### config.mk
export PLATFORM = sky130hd
export DESIGN_NAME = xy_move_sequencer
export DESIGN_NICKNAME = d
export VERILOG_FILES = /design/src/rtl/xy_move_sequencer.sv
export SDC_FILE = /design/constraint.sdc
export NUM_CORES = 1
export LEC_CHECK = 0
export BUFFER_PORTS_ARGS = -buffer_cell sky130_fd_sc_hd__buf_2
export CORE_ASPECT_RATIO = 0.8
export CORE_MARGIN = 8
export CORE_UTILIZATION = 55
export CTS_CLUSTER_SIZE = 20
export DETAILED_ROUTE_END_ITERATION = 10
export PLACE_DENSITY = 0.78
export SLEW_MARGIN = 30
export SYNTH_ARGS = -nofsm -noshare
export SYNTH_HDL_FRONTEND = slang
export SYNTH_SLANG_ARGS = --single-unit
### constraint.sdc
create_clock -name clk -period 4.7 [get_ports clk]
set_input_delay 0.47 -clock clk [delete_from_list [all_inputs] [get_ports clk]]
set_output_delay 0.47 -clock clk [all_outputs]
set_load 0.005 [all_outputs]
### src/rtl/xy_move_sequencer.sv
// Splits absolute (or, with XY_MOVE_SEQ_REL_EN, relative) XY moves into
// 2^s equal signed chunks plus one remainder, handshaking each with the stepper.
module xy_move_sequencer #(
    parameter int PULSE_NUM_BITS   = 8,
    parameter int POS_BITS         = 12,
    parameter int PULSE_WIDTH_BITS = 16
) (
    input  logic                               clk,
    input  logic                               reset,
    input  logic                               cmd_valid,
    output logic                               cmd_ready,
    input  logic signed [POS_BITS-1:0]         cmd_x,
    input  logic signed [POS_BITS-1:0]         cmd_y,
    input  logic        [PULSE_WIDTH_BITS-1:0] cmd_width,
`ifdef XY_MOVE_SEQ_REL_EN
    input  logic                               cmd_rel,
`endif
    output logic                               step_start,
    output logic signed [PULSE_NUM_BITS-1:0]   step_num_x,
    output logic signed [PULSE_NUM_BITS-1:0]   step_num_y,
    output logic        [PULSE_WIDTH_BITS-1:0] step_width,
    input  logic                               step_done,
    output logic signed [POS_BITS-1:0]         pos_x,
    output logic signed [POS_BITS-1:0]         pos_y,
    output logic                               busy
);

    localparam int PNB = PULSE_NUM_BITS;
    localparam int DW  = POS_BITS + 1;
    localparam int SW  = $clog2(DW + 1);
    localparam logic [DW-1:0] MAXM = DW'((1 << (PNB - 1)) - 1);

    typedef enum logic [2:0] {IDLE, SCALE, ISSUE, WAIT, REM, REM_WAIT} state_t;

    state_t                      state;
    logic                        sx, sy;
    logic [DW-1:0]               mx, my;
    logic [SW-1:0]               s;
    logic [DW-1:0]               cnt;
    logic signed [PNB-1:0]       qx, qy, rx, ry;
    logic [PULSE_WIDTH_BITS-1:0] width_q;

    logic [DW-1:0]         ext_x, ext_y, dx, dy;
    logic [DW-1:0]         shx, shy, mask, rmx, rmy;
    logic                  fits, rem_nz;
    logic signed [PNB-1:0] qx_n, qy_n, rx_n, ry_n;

    always_comb begin
        ext_x = {cmd_x[POS_BITS-1], cmd_x};
        ext_y = {cmd_y[POS_BITS-1], cmd_y};
        dx    = ext_x - {pos_x[POS_BITS-1], pos_x};
        dy    = ext_y - {pos_y[POS_BITS-1], pos_y};
`ifdef XY_MOVE_SEQ_REL_EN
        if (cmd_rel) begin
            dx = ext_x;
            dy = ext_y;
        end
`endif
        shx  = mx >> s;
        shy  = my >> s;
        mask = ~({DW{1'b1}} << s);
        rmx  = mx & mask;
        rmy  = my & mask;
        fits = (shx <= MAXM) && (shy <= MAXM);
        // sign goes on after the shift so chunks round toward zero
        qx_n = sx ? -PNB'(shx) : PNB'(shx);
        qy_n = sy ? -PNB'(shy) : PNB'(shy);
        rx_n = sx ? -PNB'(rmx) : PNB'(rmx);
        ry_n = sy ? -PNB'(rmy) : PNB'(rmy);
        rem_nz = (rx != '0) || (ry != '0);
    end

    always_ff @(posedge clk or posedge reset) begin
        if (reset) begin
            state      <= IDLE;
            cmd_ready  <= 1'b1;
            busy       <= 1'b0;
            step_start <= 1'b0;
            step_num_x <= '0;
            step_num_y <= '0;
            step_width <= '0;
            pos_x      <= '0;
            pos_y      <= '0;
            sx         <= 1'b0;
            sy         <= 1'b0;
            mx         <= '0;
            my         <= '0;
            s          <= '0;
            cnt        <= '0;
            qx         <= '0;
            qy         <= '0;
            rx         <= '0;
            ry         <= '0;
            width_q    <= '0;
        end else begin
            step_start <= 1'b0;
            unique case (state)
                IDLE: if (cmd_valid) begin
                    sx        <= dx[DW-1];
                    sy        <= dy[DW-1];
                    mx        <= dx[DW-1] ? -dx : dx;
                    my        <= dy[DW-1] ? -dy : dy;
                    width_q   <= cmd_width;
                    s         <= '0;
                    cmd_ready <= 1'b0;
                    busy      <= 1'b1;
                    state     <= SCALE;
                end
                SCALE: if (fits) begin
                    qx  <= qx_n;
                    qy  <= qy_n;
                    rx  <= rx_n;
                    ry  <= ry_n;
                    cnt <= {{(DW-1){1'b0}}, 1'b1} << s;
                    if ((shx == '0) && (shy == '0)) begin
                        state <= REM;
                    end else begin
                        step_start <= 1'b1;
                        step_num_x <= qx_n;
                        step_num_y <= qy_n;
                        step_width <= width_q;
                        state      <= ISSUE;
                    end
                end else begin
                    s <= s + 1'b1;
                end
                ISSUE: state <= WAIT;
                WAIT: if (step_done) begin
                    pos_x <= pos_x + POS_BITS'(qx);
                    pos_y <= pos_y + POS_BITS'(qy);
                    cnt   <= cnt - 1'b1;
                    if (cnt != {{(DW-1){1'b0}}, 1'b1}) begin
                        step_start <= 1'b1;
                        state      <= ISSUE;
                    end else if (rem_nz) begin
                        // remainder chunk goes out in the REM cycle itself
                        step_start <= 1'b1;
                        step_num_x <= rx;
                        step_num_y <= ry;
                        state      <= REM;
                    end else begin
                        cmd_ready <= 1'b1;
                        busy      <= 1'b0;
                        state     <= IDLE;
                    end
                end
                REM: if (rem_nz) begin
                    state <= REM_WAIT;
                end else begin
                    cmd_ready <= 1'b1;
                    busy      <= 1'b0;
                    state     <= IDLE;
                end
                REM_WAIT: if (step_done) begin
                    pos_x     <= pos_x + POS_BITS'(rx);
                    pos_y     <= pos_y + POS_BITS'(ry);
                    cmd_ready <= 1'b1;
                    busy      <= 1'b0;
                    state     <= IDLE;
                end
                default: state <= IDLE;
            endcase
        end
    end

endmodule

==> out/metrics.cfg <==
[logic_synthesis]
synth_top_area_cell = dfrtp_1
syn-cell-area_um2 = 11300
yosys-top-cells-area = dfrtp_1 (34%), ha_1 (7.1%), nand2_1 (6.4%)
synthCells = 1264
yosysTopAreaCellShare_pct = 34.0
ys_warn_count = 0
ys_ff_latch = 155
syn_area_per_cell_um2 = 8.98
synth_edf_count = 0
synthArstFlopShare_pct = 100
synthFlopType = dfrtp_1
yosysUniqueCellTypes = 83
ys_seq_area_share_pct = 34.2
syn-num-nets = 1376

[power_and_ir_drop]
p_leak_nw = 5.85
pwr-share-seq_pct = 24.2
combPwrFrac_pct = 62.2
switching_share_pct = 48.7
p_per_area_nw_per_um2 = 824
irDropWorstVdd_mv = 0.370
power.internal_mw = 5.41
power.share.clock_pct = 13.5
power.switching_mw = 5.14

[grt]
grt_pass1_vias = 9614
grt_overflow = 0
grtUsageTotal_pct = 24.8
antenna_found_initial = 0
grt_start_max_net_pins = 93
grt_pass1_wl_um = 50500

[clocking]
clk_pin_slew_ps = 80
cts_buffer_depth = 2
cts_root_buffer = clkbuf_16
tritoncts = done
cts_buffers = 17
cts_sinks = 155
post_cts_resized = 0
cts.htree.levels = 4
clk_latency_ps = 450

[worst_hold_path]
holdPathStages = 3
min_path_type = input port to register

[floorplanning]
die_h_um = 144
fp-row-count = 47
start_util_pct = 55.4
core_um2 = 20500
boundaryPins = 103
die_x_um = 177
die_area_um2 = 25500

[timing]
hold_viol = 0
tightest_slew_ps = 887
finalMaxSlewViolations = 0
fin_setup_tns_ps = 0
min_period_ps = 4200
min_period_over_period_pct = 89.3
slew_headroom_pct = 40.1
finalClockSkew_ps = 20.3
rsz0062_at_grt = no
finalSetupViolCount = 0
fmax_ghz = 0.238

[placed_design]
dp_cells = 1603
numPortBuffers = 102
place.gp.congestion = 0.936
dpl.hpwl_um = 22900
dpl_cell_area_um2 = 12100

[worst_setup_path]
worstSetupPathType = register to register
crit_fanout = 28
start_kind = register
required_ps = 5020
r2r_cells = 8
end_kind = register
arrival_ps = 4520

[flow_run]
max_cap_violations = 0

[finish]
num-fill-cells = 1745
design_area_um2 = 12800
drive_gt1_share_pct = 19.7
final_cell_mix = nand2_1 (191), dfrtp_1 (154), o21ai_0 (107)
diodes = 0
instances_no_fill = 1637
nets = 1467
syn2layout_area_growth_pct = 12.8
final_common_cell = nand2_1

[detailed_routing]
wl_met1_um = 13600
drt_iter0_drc = 1060
wl_um = 31200
vias = 10000
dr.pass1.iters = 6
antenna_left = 0
met2_length_um = 14300
wl_met3_um = 2480
drc = 0
drt-vias-per-instance = 6.13
routed.top_layer = met4
wire_per_inst_um = 19.0

[outcome]
status = complete, no violations

-- power by group through the flow --
stage	combinational [mW]	sequential [mW]	clock (mW)
detailed placement	6.41	2.56	0
global placement	6.27	2.53	0
floorplan	4.81	2.32	0
finish	6.56	2.56	1.43
CTS	6.48	2.54	1.45
global route	7.21	2.64	1.50
-- routing by layer --
layer | vias up | track usage (%)
met5 | - | 0
met4 | 0 | 9.27
met3 | 54 | 5.82
met2 | 427 | 39.1
met1 | 4821 | 32.7
li1 | 4739 | -
-- flip-flops by register name (all words and copies together) (netlist names), 12 cells and up --
name,count
step_width,16
width_q,16
cnt,13
mx,13
my,13
pos_x,12
pos_y,12
-- area by class of cell --
type / count / area (µm²) / area share (%)
multi-input cells: 989 / 6990 / 54.6
flip-flops and latches: 155 / 3880 / 30.3
repair buffers: 129 / 736 / 5.75
clock buffers: 17 / 425 / 3.32
well taps: 269 / 337 / 2.63
inverters: 63 / 241 / 1.89
clock inverters: 15 / 190 / 1.49
-- per-stage QoR --
stage	setup slack, ps	total power [mW]	util, %	hold WS [ps]
global placement	647	8.80	59.4	451
finish	504	10.5	62.6	199
global route	248	11.4	62.6	199
floorplan	53.5	7.13	-	440
CTS	519	10.5	62.4	192
detailed placement	550	8.96	59.4	459
-- kinds of logic after synthesis --
logic type	Yosys count	synth area share, %
AO/OA/AOI/OAI	321	18.4
XOR/XNOR	65	5.02
adder cells (fa/ha/maj)	68	7.76
buffers and inverters	120	4.25
flip-flops	155	34.2
multiplexers	115	12.7
AND/OR/NAND/NOR	420	17.6
-- worst paths after layout --
check	start	to	slack (ps)
worst min register to register	width_q[14]	width_q[14]	470
min in group asynchronous	reset	step_width[4]	510
worst min-delay path	cmd_width[15]	width_q[15]	200
max in group asynchronous	reset	ry[7]	3450
worst max register to register	s[0]	step_num_x[6]	500
worst max-delay path	s[0]	step_num_x[6]	500
-- cell usage after synthesis, types with 5 or more instances --
cell,n
o21ai_0,107
mux2_4,10
nand2_1,192
inv_1,63
mux2_2,62
xnor2_1,40
a31oi_1,19
ha_1,64
a21o_1,7
buf_2,7
nor2b_1,14
nor3_1,32
mux2_1,10
nand4_1,5
or2_2,8
nand3_1,26
mux2i_1,21
a32oi_1,5
o31ai_1,9
a211oi_1,10
dfrtp_1,154
o211ai_1,11
and2_1,7
o22ai_1,15
or3_1,10
xor2_1,25
a21oi_1,58
nand2b_1,9
o21a_1,18
mux4_2,11
clkbuf_1,45
nor3b_1,10
nand3b_1,5
nor4_1,7
nor2_1,69
-- worst max-delay path: stages (launching register included) --
cell,delay (ps)
dfrtp_1,680
buf_4,430
mux4_2,560
or4b_1,530
a211o_1,400
a211oi_4,260
nand2_2,160
o22ai_4,620
mux2_2,420
-- timing repair --
| item | in CTS | in global routing |
|---|---|---|
| setup endpoints to repair | 0 | 0 |
| endpoints found under the hold margin | 0 | 21 |
| buffers inserted | 0 | 0 |
| hold buffers | 0 | 1 |
No activity file was read; power rests on OpenSTA's default activity.
